===== src/rtl/pacman_pkg.sv =====
// pacman_pkg: shared headings, FSM encodings, colours and helpers for the Pac-Man motion block
package pacman_pkg;

   localparam logic [1:0] DIR_RIGHT = 2'd0;
   localparam logic [1:0] DIR_LEFT  = 2'd1;
   localparam logic [1:0] DIR_UP    = 2'd2;
   localparam logic [1:0] DIR_DOWN  = 2'd3;

   localparam logic [1:0] S_IDLE   = 2'd0;
   localparam logic [1:0] S_Q_TURN = 2'd1;
   localparam logic [1:0] S_Q_FWD  = 2'd2;

   localparam logic [11:0] COLOR_PACMAN = 12'hFF0;
   localparam logic [11:0] COLOR_WALL   = 12'h00F;
   localparam logic [11:0] COLOR_BG     = 12'h000;

   typedef struct packed {
      logic [9:0] x;
      logic [9:0] y;
   } pos_t;

   // Button priority: right > left > up > down
   function automatic logic [1:0] btn_dir(input logic r, input logic l, input logic u);
      return r ? DIR_RIGHT : l ? DIR_LEFT : u ? DIR_UP : DIR_DOWN;
   endfunction

endpackage


===== src/rtl/pacman_next_pos.sv =====
// pacman_next_pos: one-step candidate position with edge clamp or tunnel wrap
module pacman_next_pos
   import pacman_pkg::*;
#(
   parameter int X_MIN  = 150,
   parameter int X_MAX  = 770,
   parameter int Y_MIN  = 34,
   parameter int Y_MAX  = 484,
   parameter int STEP   = 2,
   parameter int WRAP_X = 1,
   parameter int WRAP_Y = 0
) (
   input  logic [9:0] x,
   input  logic [9:0] y,
   input  logic [1:0] dir,
   output pos_t       cand
);

   logic [10:0] x_inc, y_inc;
   logic [9:0]  x_right, x_left, y_down, y_up;

   // Decrements compare first so the subtraction can never wrap below zero
   always_comb begin
      x_inc   = {1'b0, x} + 11'(STEP);
      y_inc   = {1'b0, y} + 11'(STEP);
      x_right = (x_inc > 11'(X_MAX)) ? ((WRAP_X != 0) ? 10'(X_MIN) : 10'(X_MAX)) : x_inc[9:0];
      x_left  = ({1'b0, x} < 11'(X_MIN + STEP)) ? ((WRAP_X != 0) ? 10'(X_MAX) : 10'(X_MIN)) : x - 10'(STEP);
      y_down  = (y_inc > 11'(Y_MAX)) ? ((WRAP_Y != 0) ? 10'(Y_MIN) : 10'(Y_MAX)) : y_inc[9:0];
      y_up    = ({1'b0, y} < 11'(Y_MIN + STEP)) ? ((WRAP_Y != 0) ? 10'(Y_MAX) : 10'(Y_MIN)) : y - 10'(STEP);
      cand.x  = (dir == DIR_RIGHT) ? x_right : (dir == DIR_LEFT) ? x_left : x;
      cand.y  = (dir == DIR_DOWN) ? y_down : (dir == DIR_UP) ? y_up : y;
   end

endmodule


===== src/rtl/pacman_motion_ctrl.sv =====
// pacman_motion_ctrl: tick-driven sprite mover with buffered turns and wall-query handshake
module pacman_motion_ctrl
   import pacman_pkg::*;
#(
   parameter int X_MIN   = 150,
   parameter int X_MAX   = 770,
   parameter int Y_MIN   = 34,
   parameter int Y_MAX   = 484,
   parameter int X_RESET = 450,
   parameter int Y_RESET = 250,
   parameter int STEP    = 2,
   parameter int WRAP_X  = 1,
   parameter int WRAP_Y  = 0
) (
   input  logic       clk,
   input  logic       rst,
   input  logic       move_tick,
   input  logic       up,
   input  logic       down,
   input  logic       left,
   input  logic       right,
   output logic       wall_req,
   output logic [9:0] wall_x,
   output logic [9:0] wall_y,
   input  logic       wall_ack,
   input  logic       wall_hit,
   output logic [9:0] xpos,
   output logic [9:0] ypos,
   output logic [1:0] dir,
   output logic       moving,
   output logic [1:0] anim_frame
);

   logic [1:0] state, pend_dir, turn_dir, q_dir;
   logic       pend_valid, take_turn;
   pos_t       cand;

   // Turn candidates only come from IDLE; every other query is for the current heading
   assign take_turn = pend_valid && (pend_dir != dir);
   assign q_dir     = (state == S_IDLE && take_turn) ? pend_dir : dir;

   pacman_next_pos #(
      .X_MIN(X_MIN), .X_MAX(X_MAX), .Y_MIN(Y_MIN), .Y_MAX(Y_MAX),
      .STEP(STEP), .WRAP_X(WRAP_X), .WRAP_Y(WRAP_Y)
   ) u_next_pos (
      .x(xpos), .y(ypos), .dir(q_dir), .cand(cand)
   );

   always_ff @(posedge clk or posedge rst) begin
      if (rst) begin
         state      <= S_IDLE;
         xpos       <= 10'(X_RESET);
         ypos       <= 10'(Y_RESET);
         dir        <= DIR_RIGHT;
         turn_dir   <= DIR_RIGHT;
         pend_dir   <= DIR_RIGHT;
         pend_valid <= 1'b0;
         moving     <= 1'b0;
         anim_frame <= 2'd0;
         wall_req   <= 1'b0;
         wall_x     <= 10'(X_RESET);
         wall_y     <= 10'(Y_RESET);
      end else begin
         case (state)
            S_IDLE: if (move_tick) begin
               wall_req <= 1'b1;
               wall_x   <= cand.x;
               wall_y   <= cand.y;
               if (take_turn) begin
                  state    <= S_Q_TURN;
                  turn_dir <= pend_dir;
               end else begin
                  state      <= S_Q_FWD;
                  pend_valid <= 1'b0;
               end
            end
            S_Q_TURN: if (wall_ack) begin
               if (!wall_hit) begin
                  state      <= S_IDLE;
                  wall_req   <= 1'b0;
                  dir        <= turn_dir;
                  pend_valid <= 1'b0;
                  xpos       <= wall_x;
                  ypos       <= wall_y;
                  moving     <= 1'b1;
                  anim_frame <= anim_frame + 2'd1;
               end else begin
                  // Turn blocked: stays queued, fall back to a forward query
                  state  <= S_Q_FWD;
                  wall_x <= cand.x;
                  wall_y <= cand.y;
               end
            end
            S_Q_FWD: if (wall_ack) begin
               state    <= S_IDLE;
               wall_req <= 1'b0;
               if (!wall_hit) begin
                  xpos       <= wall_x;
                  ypos       <= wall_y;
                  moving     <= 1'b1;
                  anim_frame <= anim_frame + 2'd1;
               end else begin
                  moving <= 1'b0;
               end
            end
            default: begin
               state    <= S_IDLE;
               wall_req <= 1'b0;
            end
         endcase
         if (up || down || left || right) begin
            pend_dir   <= btn_dir(right, left, up);
            pend_valid <= 1'b1;
         end
      end
   end

endmodule


===== config.mk =====
export PLATFORM = sky130hd
export DESIGN_NAME = pacman_motion_ctrl
export DESIGN_NICKNAME = d
export VERILOG_FILES = /design/src/rtl/pacman_pkg.sv /design/src/rtl/pacman_next_pos.sv /design/src/rtl/pacman_motion_ctrl.sv
export SDC_FILE = /design/constraint.sdc
export NUM_CORES = 1
export LEC_CHECK = 0
export CAP_MARGIN = 20
export CORE_MARGIN = 2
export CORE_UTILIZATION = 54
export DETAILED_ROUTE_END_ITERATION = 7
export HOLD_SLACK_MARGIN = 0.15
export PLACE_DENSITY = 0.88
export SETUP_SLACK_MARGIN = 0.15
export SYNTH_ARGS = -nofsm -noshare
export SYNTH_HDL_FRONTEND = slang
export SYNTH_SLANG_ARGS = --single-unit

===== constraint.sdc =====
create_clock -name clk -period 3.2 [get_ports clk]
set_input_delay 0.8 -clock clk [delete_from_list [all_inputs] [get_ports clk]]
set_output_delay 0.8 -clock clk [all_outputs]
set_load 0.1 [all_outputs]

=== Yosys cells after proc, flatten, opt, wreduce, memory -nomap -nowiden ===
Index checks and enable logic that the tools add are counted.

* Register bits: 53
* Latch bits: 0
* Bits in writable memories: 0
* Memory bits (read-only): 0
* Output and inout bits: 46
* Word-level logic and storage cells: 96
* Memories: 0

* Add/sub/neg operators: 5
* $mul: 0
* Div/mod/pow operators: 0
* $lt $le $gt $ge: 4
* Equal/unequal tests: 15
* Shift-type cells: 0
* Multiplexer cells: 40
* Bitwise operators: 1
* Reduce and logical (&&, ||, !) cells: 19

{| class="wikitable"
|+ Operators by type and width
! kind !! count
|-
| $mux 10 || 14
|-
| $pmux 10 s2 || 2
|-
| $add 10x2->11 const B || 2
|-
| $sub 10x2->10 const B || 2
|-
| $mux 2 || 8
|-
| $mux 1 || 12
|-
| $reduce_and 3->1 || 4
|-
| $reduce_and 4->1 || 3
|-
| $gt 11x10->1 const B || 1
|-
| $gt 11x9->1 const B || 1
|-
| $lt 10x6->1 const B || 1
|-
| $lt 10x8->1 const B || 1
|-
| $ne 2x2->1 const B || 5
|-
| $eq 2x2->1 const B || 3
|-
| $ne 3x2->1 const B || 2
|-
| $ne 3x3->1 const B || 2
|-
| $pmux 2 s3 || 1
|-
| $reduce_and 5->1 || 1
|-
| $eq 2x1->1 const B || 2
|-
| $logic_not 2->1 || 2
|-
| $pmux 1 s2 || 2
|-
| $reduce_bool 2->1 || 2
|-
| $logic_or 1x1->1 || 3
|-
| $pmux 1 s3 || 1
|-
| other kinds (6) || 7
|}

=== Logic depth before layout (Yosys ltp) ===
Gate-level depths: netlist (run 1).

* Word-level depth: 10
* Gate-level depth with buffers: 9
* Gate-level depth less buffers: 7

=== Cells and area by module ===
Synthesis (run 1) repeated with hierarchy kept, for this count alone.

* Cells, all modules: 386
* Area, all modules: 3,687.3 sq um

{| class="wikitable"
|+ Modules (own cells, without submodules)
! module !! instances !! cells an instance !! area each (sq um) !! sequential area each (sq um)
|-
| pacman_motion_ctrl || 1 || 151 || 2,232.1 || 1,351.3
|-
| pacman_next_pos || 1 || 235 || 1,455.1 || 0.0
|}

=== Worst setup path before layout (run 1) ===
Ideal clock, no wire load.

* Path kind: register to register
* Start: reg xpos[2]
* End: reg wall_x[0]
* Setup time: 0.120 ns
* Arrival time: 2.724 ns
* Path slack: 0.355 ns
* Cell stages (with the launch flop): 9
* Clock period less this slack: 2.845 ns
* Cell sequence: dfrtp_1 -> buf_2 -> inv_1 -> ha_1 -> or4b_1 -> a211oi_1 -> o311a_2 -> or3_4 -> a41o_1

* Longest elaborated chain between the ends: 7

{| class="wikitable"
|+ RTL lines
! item !! RTL line !! RTL
|-
| from (decl) || pacman_motion_ctrl.sv:27 || <nowiki>output logic [9:0] xpos,</nowiki>
|-
| from (signal assigned) || pacman_motion_ctrl.sv:52 || <nowiki>xpos <= 10'(X_RESET);</nowiki>
|-
| from (signal assigned) || pacman_motion_ctrl.sv:83 || <nowiki>xpos <= wall_x;</nowiki>
|-
| from (signal assigned) || pacman_motion_ctrl.sv:98 || <nowiki>xpos <= wall_x;</nowiki>
|-
| $add 10x2->11 / $lt 10x8->1 (equally long branches) || pacman_next_pos.sv:24, pacman_next_pos.sv:27 ||
|-
| $gt 11x10->1 / $mux 10 (equally long branches) || pacman_next_pos.sv:26, pacman_next_pos.sv:27 ||
|-
| $mux 10 (on tied branches) || pacman_next_pos.sv:26, pacman_next_pos.sv:30 ||
|-
| $mux 10 * || pacman_next_pos.sv:30 || <nowiki>cand.x = (dir == DIR_RIGHT) ? x_right : (dir == DIR_LEFT) ? x_left : x;</nowiki>
|-
| $mux 10 || pacman_motion_ctrl.sv:78 || <nowiki>if (!wall_hit) begin</nowiki>
|-
| $mux 10 || pacman_motion_ctrl.sv:77 || <nowiki>S_Q_TURN: if (wall_ack) begin</nowiki>
|-
| $pmux 10 s2 * || pacman_motion_ctrl.sv:64 || <nowiki>case (state)</nowiki>
|-
| to (signal assigned) || pacman_motion_ctrl.sv:61 || <nowiki>wall_x <= 10'(X_RESET);</nowiki>
|-
| to (signal assigned) || pacman_motion_ctrl.sv:67 || <nowiki>wall_x <= cand.x;</nowiki>
|-
| to (signal assigned) || pacman_motion_ctrl.sv:90 || <nowiki>wall_x <= cand.x;</nowiki>
|-
| to (decl) || pacman_motion_ctrl.sv:23 || <nowiki>output logic [9:0] wall_x,</nowiki>
|}

Every way passes the cells marked *; elsewhere a longest branch is shown, timed or not. The select of a mux whose other input is x is not followed.
A chain may end at the register's enable or synchronous reset.

=== Final worst setup path (run 1) ===
* Start: reg ypos[1]
* End: reg wall_y[0]

* Longest elaborated chain between the ends: 7

{| class="wikitable"
|+ RTL lines
! item !! RTL line !! RTL
|-
| from (decl) || pacman_motion_ctrl.sv:28 || <nowiki>output logic [9:0] ypos,</nowiki>
|-
| from (signal assigned) || pacman_motion_ctrl.sv:53 || <nowiki>ypos <= 10'(Y_RESET);</nowiki>
|-
| from (signal assigned) || pacman_motion_ctrl.sv:84 || <nowiki>ypos <= wall_y;</nowiki>
|-
| from (signal assigned) || pacman_motion_ctrl.sv:99 || <nowiki>ypos <= wall_y;</nowiki>
|-
| $add 10x2->11 / $lt 10x6->1 (equally long branches) || pacman_next_pos.sv:25, pacman_next_pos.sv:29 ||
|-
| $gt 11x9->1 / $mux 10 (equally long branches) || pacman_next_pos.sv:28, pacman_next_pos.sv:29 ||
|-
| $mux 10 (on tied branches) || pacman_next_pos.sv:28, pacman_next_pos.sv:31 ||
|-
| $mux 10 * || pacman_next_pos.sv:31 || <nowiki>cand.y = (dir == DIR_DOWN) ? y_down : (dir == DIR_UP) ? y_up : y;</nowiki>
|-
| $mux 10 || pacman_motion_ctrl.sv:78 ||
|-
| $mux 10 || pacman_motion_ctrl.sv:77 ||
|-
| $pmux 10 s2 * || pacman_motion_ctrl.sv:64 ||
|-
| to (signal assigned) || pacman_motion_ctrl.sv:62 || <nowiki>wall_y <= 10'(Y_RESET);</nowiki>
|-
| to (signal assigned) || pacman_motion_ctrl.sv:68 || <nowiki>wall_y <= cand.y;</nowiki>
|-
| to (signal assigned) || pacman_motion_ctrl.sv:91 || <nowiki>wall_y <= cand.y;</nowiki>
|-
| to (decl) || pacman_motion_ctrl.sv:24 || <nowiki>output logic [9:0] wall_y,</nowiki>
|}

Marked as above.

==> results of run 1 <==
==> worst min-delay path by stage <==
stage | from | endpoint | depth (start not counted)
after global placement | anim_frame[1]$_DFFE_PP0P_ | anim_frame[1]$_DFFE_PP0P_ | 1
after global routing | anim_frame[1]$_DFFE_PP0P_ | anim_frame[1]$_DFFE_PP0P_ | 1
after floorplan | turn_dir[0]$_DFFE_PP0P_ | dir[0]$_DFFE_PP0P_ | 1
after CTS | anim_frame[1]$_DFFE_PP0P_ | anim_frame[1]$_DFFE_PP0P_ | 1
final | anim_frame[1]$_DFFE_PP0P_ | anim_frame[1]$_DFFE_PP0P_ | 1
after detailed placement | anim_frame[1]$_DFFE_PP0P_ | anim_frame[1]$_DFFE_PP0P_ | 1
==> cells in the final DEF (no fill, tap or decap), types with 4 or more instances in the layout <==
| cell type | Yosys | layout |
|---|---|---|
| o21ai_1 | 5 | 5 |
| clkbuf_8 | 0 | 5 |
| a21oi_1 | 11 | 10 |
| clkdlybuf4s50_1 | 0 | 8 |
| a31oi_1 | 14 | 14 |
| ha_1 | 8 | 8 |
| buf_4 | 1 | 50 |
| and3_1 | 4 | 4 |
| dfrtp_1 | 33 | 33 |
| mux2_2 | 25 | 25 |
| or3_1 | 8 | 8 |
| xnor2_1 | 11 | 11 |
| nor2b_1 | 4 | 4 |
| nand4_1 | 5 | 5 |
| dfstp_2 | 20 | 20 |
| o21a_1 | 5 | 5 |
| inv_1 | 12 | 11 |
| nor3_1 | 12 | 12 |
| nor2_1 | 26 | 26 |
| o211ai_1 | 8 | 8 |
| nand2_1 | 24 | 24 |
| xor2_1 | 4 | 4 |
| nand3_1 | 13 | 13 |
| o21ai_0 | 17 | 17 |
| a21boi_0 | 5 | 5 |
| nor4_1 | 7 | 7 |
==> sequential cells by signal (all words and copies together) (netlist names), 2 cells and up <==
| register | cells |
|---|---|
| ypos | 10 |
| pend_dir | 2 |
| wall_x | 10 |
| anim_frame | 2 |
| turn_dir | 2 |
| state | 2 |
| dir | 2 |
| xpos | 10 |
| wall_y | 10 |
==> worst reg2reg max path: stages (launching register included) <==
cell	delay, ns
dfstp_2	0.65
ha_1	0.21
nand3_1	0.20
xnor2_1	0.26
o2111ai_1	0.25
o311a_1	0.48
a32o_1	0.28
==> layout make-up <==
class / count / area [um2]
Multi-Input combinational cell: 275 / 1930
Clock inverter: 2 / 38.8
Fill cell: 512 / 2270
Inverter: 12 / 45.0
Timing Repair Buffer: 59 / 475
Clock buffer: 6 / 72.6
Tap cell: 77 / 96.3
Sequential cell: 53 / 1350
==> per-layer routing <==
layer	vias up	GRT usage	wire, um
li1	1456	-	-
met1	1512	0.332	3570
met2	138	0.405	4220
met3	10	0.0307	552
met4	0	0.0689	93
met5	-	0	0
==> kinds of logic after synthesis <==
| kind of cell | count (synthesis) | share of synthesized area |
|---|---|---|
| and+or+nand+nor | 125 | 0.195 |
| AOI/OAI and AO/OA | 100 | 0.208 |
| DFF | 53 | 0.392 |
| buffers and inverters | 38 | 0.0501 |
| muxes | 27 | 0.0875 |
| xor gates and xnor gates | 15 | 0.0381 |
| adders and majority gates | 8 | 0.0290 |
==> per-stage QoR <==
| stage | setup slack [ns] | hold WS (ns) | utilization | std cells |
|---|---|---|---|---|
| after global routing | 0.567 | 0.490 | 0.638 | 484 |
| after global placement | 0.733 | 0.466 | 0.620 | 476 |
| final | 0.771 | 0.483 | 0.638 | 484 |
| after detailed placement | 0.717 | 0.471 | 0.620 | 476 |
| after floorplan | 0.355 | 0.475 | - | 366 |
| after CTS | 0.783 | 0.485 | 0.638 | 484 |
==> run metrics, run 1 <==
post_cts resized=0; Die ar.=7040 um2; Peak Freq=slightly above 400 MHz; number of library cell types mapped by synthesis=63; Port Buf Inserts=54; Core Area=between 6000 and 7000 um2; CP max stage delay=0.65 ns; Root Driver=clkbuf_8; Total Nets Final=423; Data required, critical path=about 3.4 ns; R2R cell count=6; drt first-iter violations=246; antenna violations before repair=0; final period utilization=0.759; # rows=29; worst skew pair latency=about 0.31 ns; top cell type's share of synthesized area=0.240; Die Wd=between 80 and 90 um; DRT Pass-1 Iters=6; Slew HR=0.592; launch point of the worst reg-to-reg path=ypos[1]$_DFFE_PP1P_; post-CTS setup buffer count=0; antenna-violating nets left=0; Post-Place Cell Area=3890 um2; Fin. Hold Viols=0; CP bufs+invs=0; dpl hpwl=around 6.0 mm; crit-path cells=ha_1 > nand3_1 > xnor2_1 > o2111ai_1 > o311a_1 > a32o_1; final instance area=4010 um2; Layout area overhead=16.2%; total global routing overflow=0; layout cells sized above 1=0.278; Seq cells post-synth=between 50 and 60; DR vias=3116; Clock Sinks=53; global-route wire length before repair=14.0 mm; crit path time final=2.43 ns; Async SR Flop Fraction=1.00; number of global-route vias before repair=~2900; Synth Instances=roughly 370; worst hold-check path type=register to register; total negative slack=0 ns; # IOs=55; flop-to-flop setup slack=approximately 0.77 ns; Remaining DRCs=0; Max Cap Viol=0; crit path launch=ypos[1]$_DFFE_PP1P_; crit-path max FO=10; RSZ-0062 raised after global routing=no; vias per cell=about 6.4; number of synthesized flops with an enable pin=0; synth warn=0; count leader, synth=dfrtp_1; slowest CP cell=dfstp_2; Worst Setup End Kind=register; startpoint types=register; wire length per cell=17.4 um; # hold bufs at CTS=0; synth top area cells=dfrtp_1 (24%), dfstp_2 (15%), mux2_2 (8.2%); syn_area_per_cell=9.42 um2; most common library cells after synthesis=dfrtp_1 (33), nor2_1 (26), mux2_2 (25); CTS Buffer Depth=2; status=finished, final reports clean; Starting Density=0.549; ys flop type=dfrtp_1; Max Clock Skew=around 0.013 ns; delay-heaviest family, CP=compound AO/OA/AOI/OAI gates; Mapped Area=3450 um2; Yosys top cell by area=dfrtp_1; Reg clk slew, reported paths=about 0.1 ns; TritonCTS clock tree=built; capture point of the worst reg-to-reg path=wall_y[0]$_DFFE_PP0P_; final setup fails=0; CTS Buf Count=5; n_diodes=0; htree depth=2; Slew Viols, Final=0; pin count of the biggest net entering global routing=29; critical path class=register to register; All-Layer GR Usage=0.242; measured slew at the worst slew-check pin=0.607 ns; die height=83.9 um; Synthesized Nets=383; CP Depth=6; Detailed Route WL=roughly 8.4 mm; routability congestion estimate=0.940; crit path capture=wall_y[0]$_DFFE_PP0P_; Seq/Total Area, Yosys=0.392; CP Data Arrival Time=between 2 and 3 ns
Power of run 1 is not shown: default switching activity piles up to over one toggle a cycle in this logic, so the estimate is an artifact.
==> run 2, diff against run 1 <==
==> constraint.sdc (replaced) <==
create_clock -name clk -period 2.5 [get_ports clk]
set_input_delay 0.625 -clock clk [delete_from_list [all_inputs] [get_ports clk]]
set_output_delay 0.625 -clock clk [all_outputs]
set_load 0.1 [all_outputs]
==> run metrics, run 2 (synthesis gave the netlist of run 1 again) <==
status=finished, final reports clean; Hold Path Depth=1 (unchanged); Port Buf Inserts=54 (unchanged); Die ar.=7040 um2 (unchanged); dpl hpwl=6.19 mm (+2.7%); # IOs=55 (unchanged); # rows=29 (unchanged); Detailed Route WL=8.97 mm (+6.3%); Routed met3 length=499 um (-9.6%); die height=83.9 um (unchanged); worst hold-check path type=register to register; RSZ-0062 raised after global routing=no; most common cell after layout, fill and taps aside=buf_4; final setup fails=0 (unchanged); All-Layer GR Usage=0.258 (+0.0160); Slew HR=0.533 (-0.0598); Remaining DRCs=0 (unchanged); WHS=0.506 ns (+0.0225 ns); total negative slack=0 ns (unchanged); Reg clk slew, reported paths=0.11 ns (about the same); highest routed layer=met4; Peak Freq=436 MHz (+5.9%); delay-heaviest family, CP=simple AND/OR/NAND/NOR gates; DRT Pass-1 Iters=5 (-1); startpoint types=register; CTS Buf Count=5 (unchanged); DR vias=3158 (+1.3%); Root Driver=clkbuf_8; hold path start=turn_dir[0]$_DFFE_PP0P_; vias per cell=6.39 (-0.70%); CP Data Arrival Time=2.51 ns (-0.13 ns); Fin. Hold Viols=0 (unchanged); CP bufs+invs=1 (+1); Data required, critical path=2.72 ns (-0.69 ns); Worst Setup End Kind=register; slowest CP cell=dfstp_4; launch point of the worst reg-to-reg path=xpos[1]$_DFFE_PP1P_; total global routing overflow=0 (unchanged); met1 WL=3.82 mm (+7.0%); Layout area overhead=22.5%; layout cells sized above 1=0.333 (+0.0557); Max Cap Viol=0 (unchanged); crit-path max FO=7 (-3); antenna violations before repair=0 (unchanged); Slew Viols, Final=0 (unchanged); CTS Buffer Depth=2 (unchanged); measured slew at the worst slew-check pin=0.696 ns (+0.0892 ns); global-route wire length before repair=15.0 mm (+6.8%); flop-to-flop setup slack=0.21 ns (-0.56 ns); Clock Sinks=53 (unchanged); antenna-violating nets left=0 (unchanged); TritonCTS clock tree=built; crit path time final=2.29 ns (-0.136 ns); most frequent cells in the layout=buf_4 (57), dfrtp_1 (27), nor2_1 (26); capture point of the worst reg-to-reg path=wall_x[0]$_DFFE_PP0P_; met2 WL=4.48 mm (+6.2%); drt first-iter violations=289 (+17%); n_diodes=0 (unchanged); critical path class=register to register; Max Clock Skew=0.0172 ns (+0.00414 ns); worst hold endpoint=dir[0]$_DFFE_PP0P_; R2R cell count=6 (unchanged); final period utilization=0.918 (+0.158); htree depth=2 (unchanged); # hold bufs at CTS=0 (unchanged); Core Area=6280 um2 (unchanged); crit-path cells=buf_6 > nand4_1 > and3_1 > o311a_4 > or3_4 > a41o_1; Starting Density=0.549 (unchanged); Die Wd=83.9 um (unchanged); pin count of the biggest net entering global routing=54 (+86%); number of global-route vias before repair=2998 (+3.6%); Total Nets Final=433 (+2.4%); routability congestion estimate=0.905 (-3.8%); wire length per cell=18.2 um (+4.2%); CP max stage delay=0.69 ns (+0.04 ns); worst skew pair latency=0.32 ns (about the same)
==> run 2: cell types whose count changed in the layout (fill, tap and decap cells not counted), moves of 6 or more <==
| cell | change |
|---|---|
| buf_4 | +7 |
| dfstp_2 | -6 |
| dfstp_4 | +6 |
| dfrtp_2 | +6 |
| dfrtp_1 | -6 |
==> run 2: what timing repair did <==
| item | CTS | global route |
|---|---|---|
| pin swaps | 0 | 1 |
| resized for setup | 0 | 9 |
| buffers inserted | 2 | 2 |
| endpoints found under the setup margin | 1 | 11 |
| endpoints found under the hold margin | 0 | 0 |
==> run 2: per-stage QoR <==
| step | utilization | cell area, um2 | setup WS (ns) | instances |
|---|---|---|---|---|
| CTS | 0.660 | 4140 | 0.157 | 492 |
| global route | 0.673 | 4220 | 0.158 | 494 |
| global placement | 0.640 | 4020 | 0.206 | 482 |
| detailed placement | 0.640 | 4020 | 0.164 | 482 |
| finish | 0.673 | 4220 | 0.206 | 494 |
| floorplan | - | 3520 | 0.0767 | 366 |
==> run 2: how the worst max path moves through the flow <==
stage	start	to	depth (start not counted)
6_report	xpos[1]$_DFFE_PP1P_	wall_x[0]$_DFFE_PP0P_	6
5_1_grt	state[0]$_DFFE_PP0P_	wall_y[3]$_DFFE_PP1P_	7
4_1_cts	xpos[1]$_DFFE_PP1P_	wall_x[0]$_DFFE_PP0P_	6
3_5_place_dp	xpos[1]$_DFFE_PP1P_	wall_x[0]$_DFFE_PP0P_	6
3_3_place_gp	xpos[1]$_DFFE_PP1P_	wall_x[0]$_DFFE_PP0P_	6
2_1_floorplan	xpos[1]$_DFFE_PP1P_	wall_x[0]$_DFFE_PP0P_	8
==> run 2: worst register-to-register path: cells and delay by family (launching register included) <==
kind	cells	cell delay, ns
AOI/OAI and AO/OA	2	0.66
DFF	1	0.69
and+or+nand+nor	3	0.71
buffers and inverters	1	0.13
==> run 2: area by class of cell <==
class                           count  area [um2]
Fill cell                         528        2060
Multi-Input combinational cell    275        2010
Inverter                           12        47.5
Clock buffer                        6        72.6
Tap cell                           77        96.3
Sequential cell                    53        1380
Timing Repair Buffer               69         579
Clock inverter                      2        38.8
==> run 2: layer usage <==
layer  vias up  track usage
met1      1531        0.351
li1       1477            -
met2       132        0.430
met4         0       0.0836
met3        18       0.0317
met5         -            0
Power of run 2 is left out for the same reason.
==> run 3, diff against run 2 <==
--- a/config.mk
+++ b/config.mk
@@ -7,10 +7,10 @@
 export LEC_CHECK = 0
 export CAP_MARGIN = 20
 export CORE_MARGIN = 2
-export CORE_UTILIZATION = 54
+export CORE_UTILIZATION = 55
 export DETAILED_ROUTE_END_ITERATION = 7
 export HOLD_SLACK_MARGIN = 0.15
-export PLACE_DENSITY = 0.88
+export PLACE_DENSITY = 0.9
 export SETUP_SLACK_MARGIN = 0.15
 export SYNTH_ARGS = -nofsm -noshare
 export SYNTH_HDL_FRONTEND = slang
==> constraint.sdc (replaced) <==
create_clock -name clk -period 2.8 [get_ports clk]
set_input_delay 0.7 -clock clk [delete_from_list [all_inputs] [get_ports clk]]
set_output_delay 0.7 -clock clk [all_outputs]
set_load 0.1 [all_outputs]
==> run metrics, run 3 (synthesis gave the netlist of run 1 again) <==
antenna violations before repair=0 (unchanged); worst hold endpoint=anim_frame[1]$_DFFE_PP0P_; # hold bufs at CTS=0 (unchanged); CP Data Arrival Time=2.65 ns (+0.14 ns); crit-path max FO=11 (+4); Max Clock Skew=0.00431 ns (-0.0129 ns); Hold Path Depth=1 (unchanged); Fin. Hold Viols=0 (unchanged); antenna-violating nets left=0 (unchanged); TritonCTS clock tree=built; global-route wire length before repair=14.4 mm (-3.6%); CP bufs+invs=1 (unchanged); n_diodes=0 (unchanged); R2R cell count=7 (+1); routability congestion estimate=0.982 (+8.5%); CTS Buffer Depth=2 (unchanged); DR vias=3149 (-0.28%); measured slew at the worst slew-check pin=0.584 ns (-0.112 ns); capture point of the worst reg-to-reg path=wall_x[0]$_DFFE_PP0P_; Peak Freq=408 MHz (-6.3%); Port Buf Inserts=54 (unchanged); # IOs=55 (unchanged); Die ar.=6920 um2 (-1.7%); Slew Viols, Final=0 (unchanged); Layout area overhead=17.2%; final setup fails=0 (unchanged); worst hold-check path type=register to register; crit-path cells=inv_1 > ha_1 > or4b_1 > a211oi_1 > o311a_2 > or3_4 > a41o_1; launch point of the worst reg-to-reg path=xpos[1]$_DFFE_PP1P_; Detailed Route WL=8.69 mm (-3.1%); Total Nets Final=427 (-1.4%); number of global-route vias before repair=2971 (-0.90%); Root Driver=clkbuf_8; CP max stage delay=0.69 ns (about the same); wire length per cell=17.9 um (-1.5%); status=finished, final reports clean; All-Layer GR Usage=0.249 (-0.00886); RSZ-0062 raised after global routing=no; total negative slack=0 ns (unchanged); Core Area=5990 um2 (-4.6%); hold path start=anim_frame[1]$_DFFE_PP0P_; pin count of the biggest net entering global routing=31 (-43%); Fillers=480 (-9.1%); crit path launch=xpos[1]$_DFFE_PP1P_; htree depth=2 (unchanged); die height=83.2 um (-0.87%); Reg clk slew, reported paths=0.10 ns (about the same); register area=1360 um2 (-1.7%); slowest CP cell=dfstp_4; vias per cell=6.48 (+1.4%); most common cell after layout, fill and taps aside=buf_4; layout cells sized above 1=0.294 (-0.0389); most frequent cells in the layout=buf_4 (53), dfrtp_1 (31), nor2_1 (26); dpl hpwl=6.21 mm (+0.28%); startpoint types=register; critical path class=register to register; Data required, critical path=3.00 ns (+0.28 ns); flop-to-flop setup slack=0.35 ns (+0.15 ns); worst skew pair latency=0.30 ns (-0.02 ns); Starting Density=0.575 (+0.0263); total global routing overflow=0 (unchanged); Die Wd=83.2 um (-0.87%); # rows=28 (-3.4%); CTS Buf Count=5 (unchanged); Max Cap Viol=0 (unchanged); DRT Pass-1 Iters=5 (unchanged); drt first-iter violations=298 (+3.1%); multi-input logic area=1930 um2 (-3.7%); Slew HR=0.608 (+0.0754); delay-heaviest family, CP=compound AO/OA/AOI/OAI gates; Remaining DRCs=0 (unchanged); Worst Setup End Kind=register; final period utilization=0.874 (-0.0430); Clock Sinks=53 (unchanged); crit path time final=2.45 ns (+0.155 ns)
[run 3: routing by layer]
metal	global-route usage	wire length, um	vias up
met1	0.331	3750	1557
met2	0.430	4390	122
met4	0.0700	114	0
li1	-	-	1455
met3	0.0318	440	15
met5	0	0	-
[run 3: worst max-delay path by stage]
stage,to,slack (ns),depth (start not counted)
floorplan,wall_x[0]$_DFFE_PP0P_,0.16,8
global placement,wall_x[0]$_DFFE_PP0P_,0.42,6
detailed placement,wall_x[0]$_DFFE_PP0P_,0.39,7
CTS,wall_x[0]$_DFFE_PP0P_,0.37,7
global route,wall_y[3]$_DFFE_PP1P_,0.17,7
finish,wall_x[0]$_DFFE_PP0P_,0.35,7
[run 3: through the flow]
stage / util / hold WS, ns / area [um2] / worst slack (ns) / instances
2_1_floorplan: - / 0.475 / 3450 / 0.156 / 366
3_3_place_gp: 0.658 / 0.463 / 3940 / 0.423 / 478
3_5_place_dp: 0.658 / 0.469 / 3940 / 0.389 / 478
4_1_cts: 0.674 / 0.485 / 4040 / 0.373 / 486
5_1_grt: 0.675 / 0.519 / 4040 / 0.168 / 486
6_report: 0.675 / 0.484 / 4040 / 0.351 / 486
[run 3: final cells by class]
class                      instances  area share
multi-input combinational        275       0.478
sequential                        53       0.336
timing repair buffer              63       0.128
tap                               75      0.0232
clock buffer                       6      0.0204
inverter                          12      0.0111
clock inverter                     2     0.00341
[run 3: timing repair]
item	4_1_cts	5_1_grt
endpoints found under the setup margin	0	1
gates resized for setup	0	1
setup buffers	0	0
Power of run 3 is left out for the same reason.
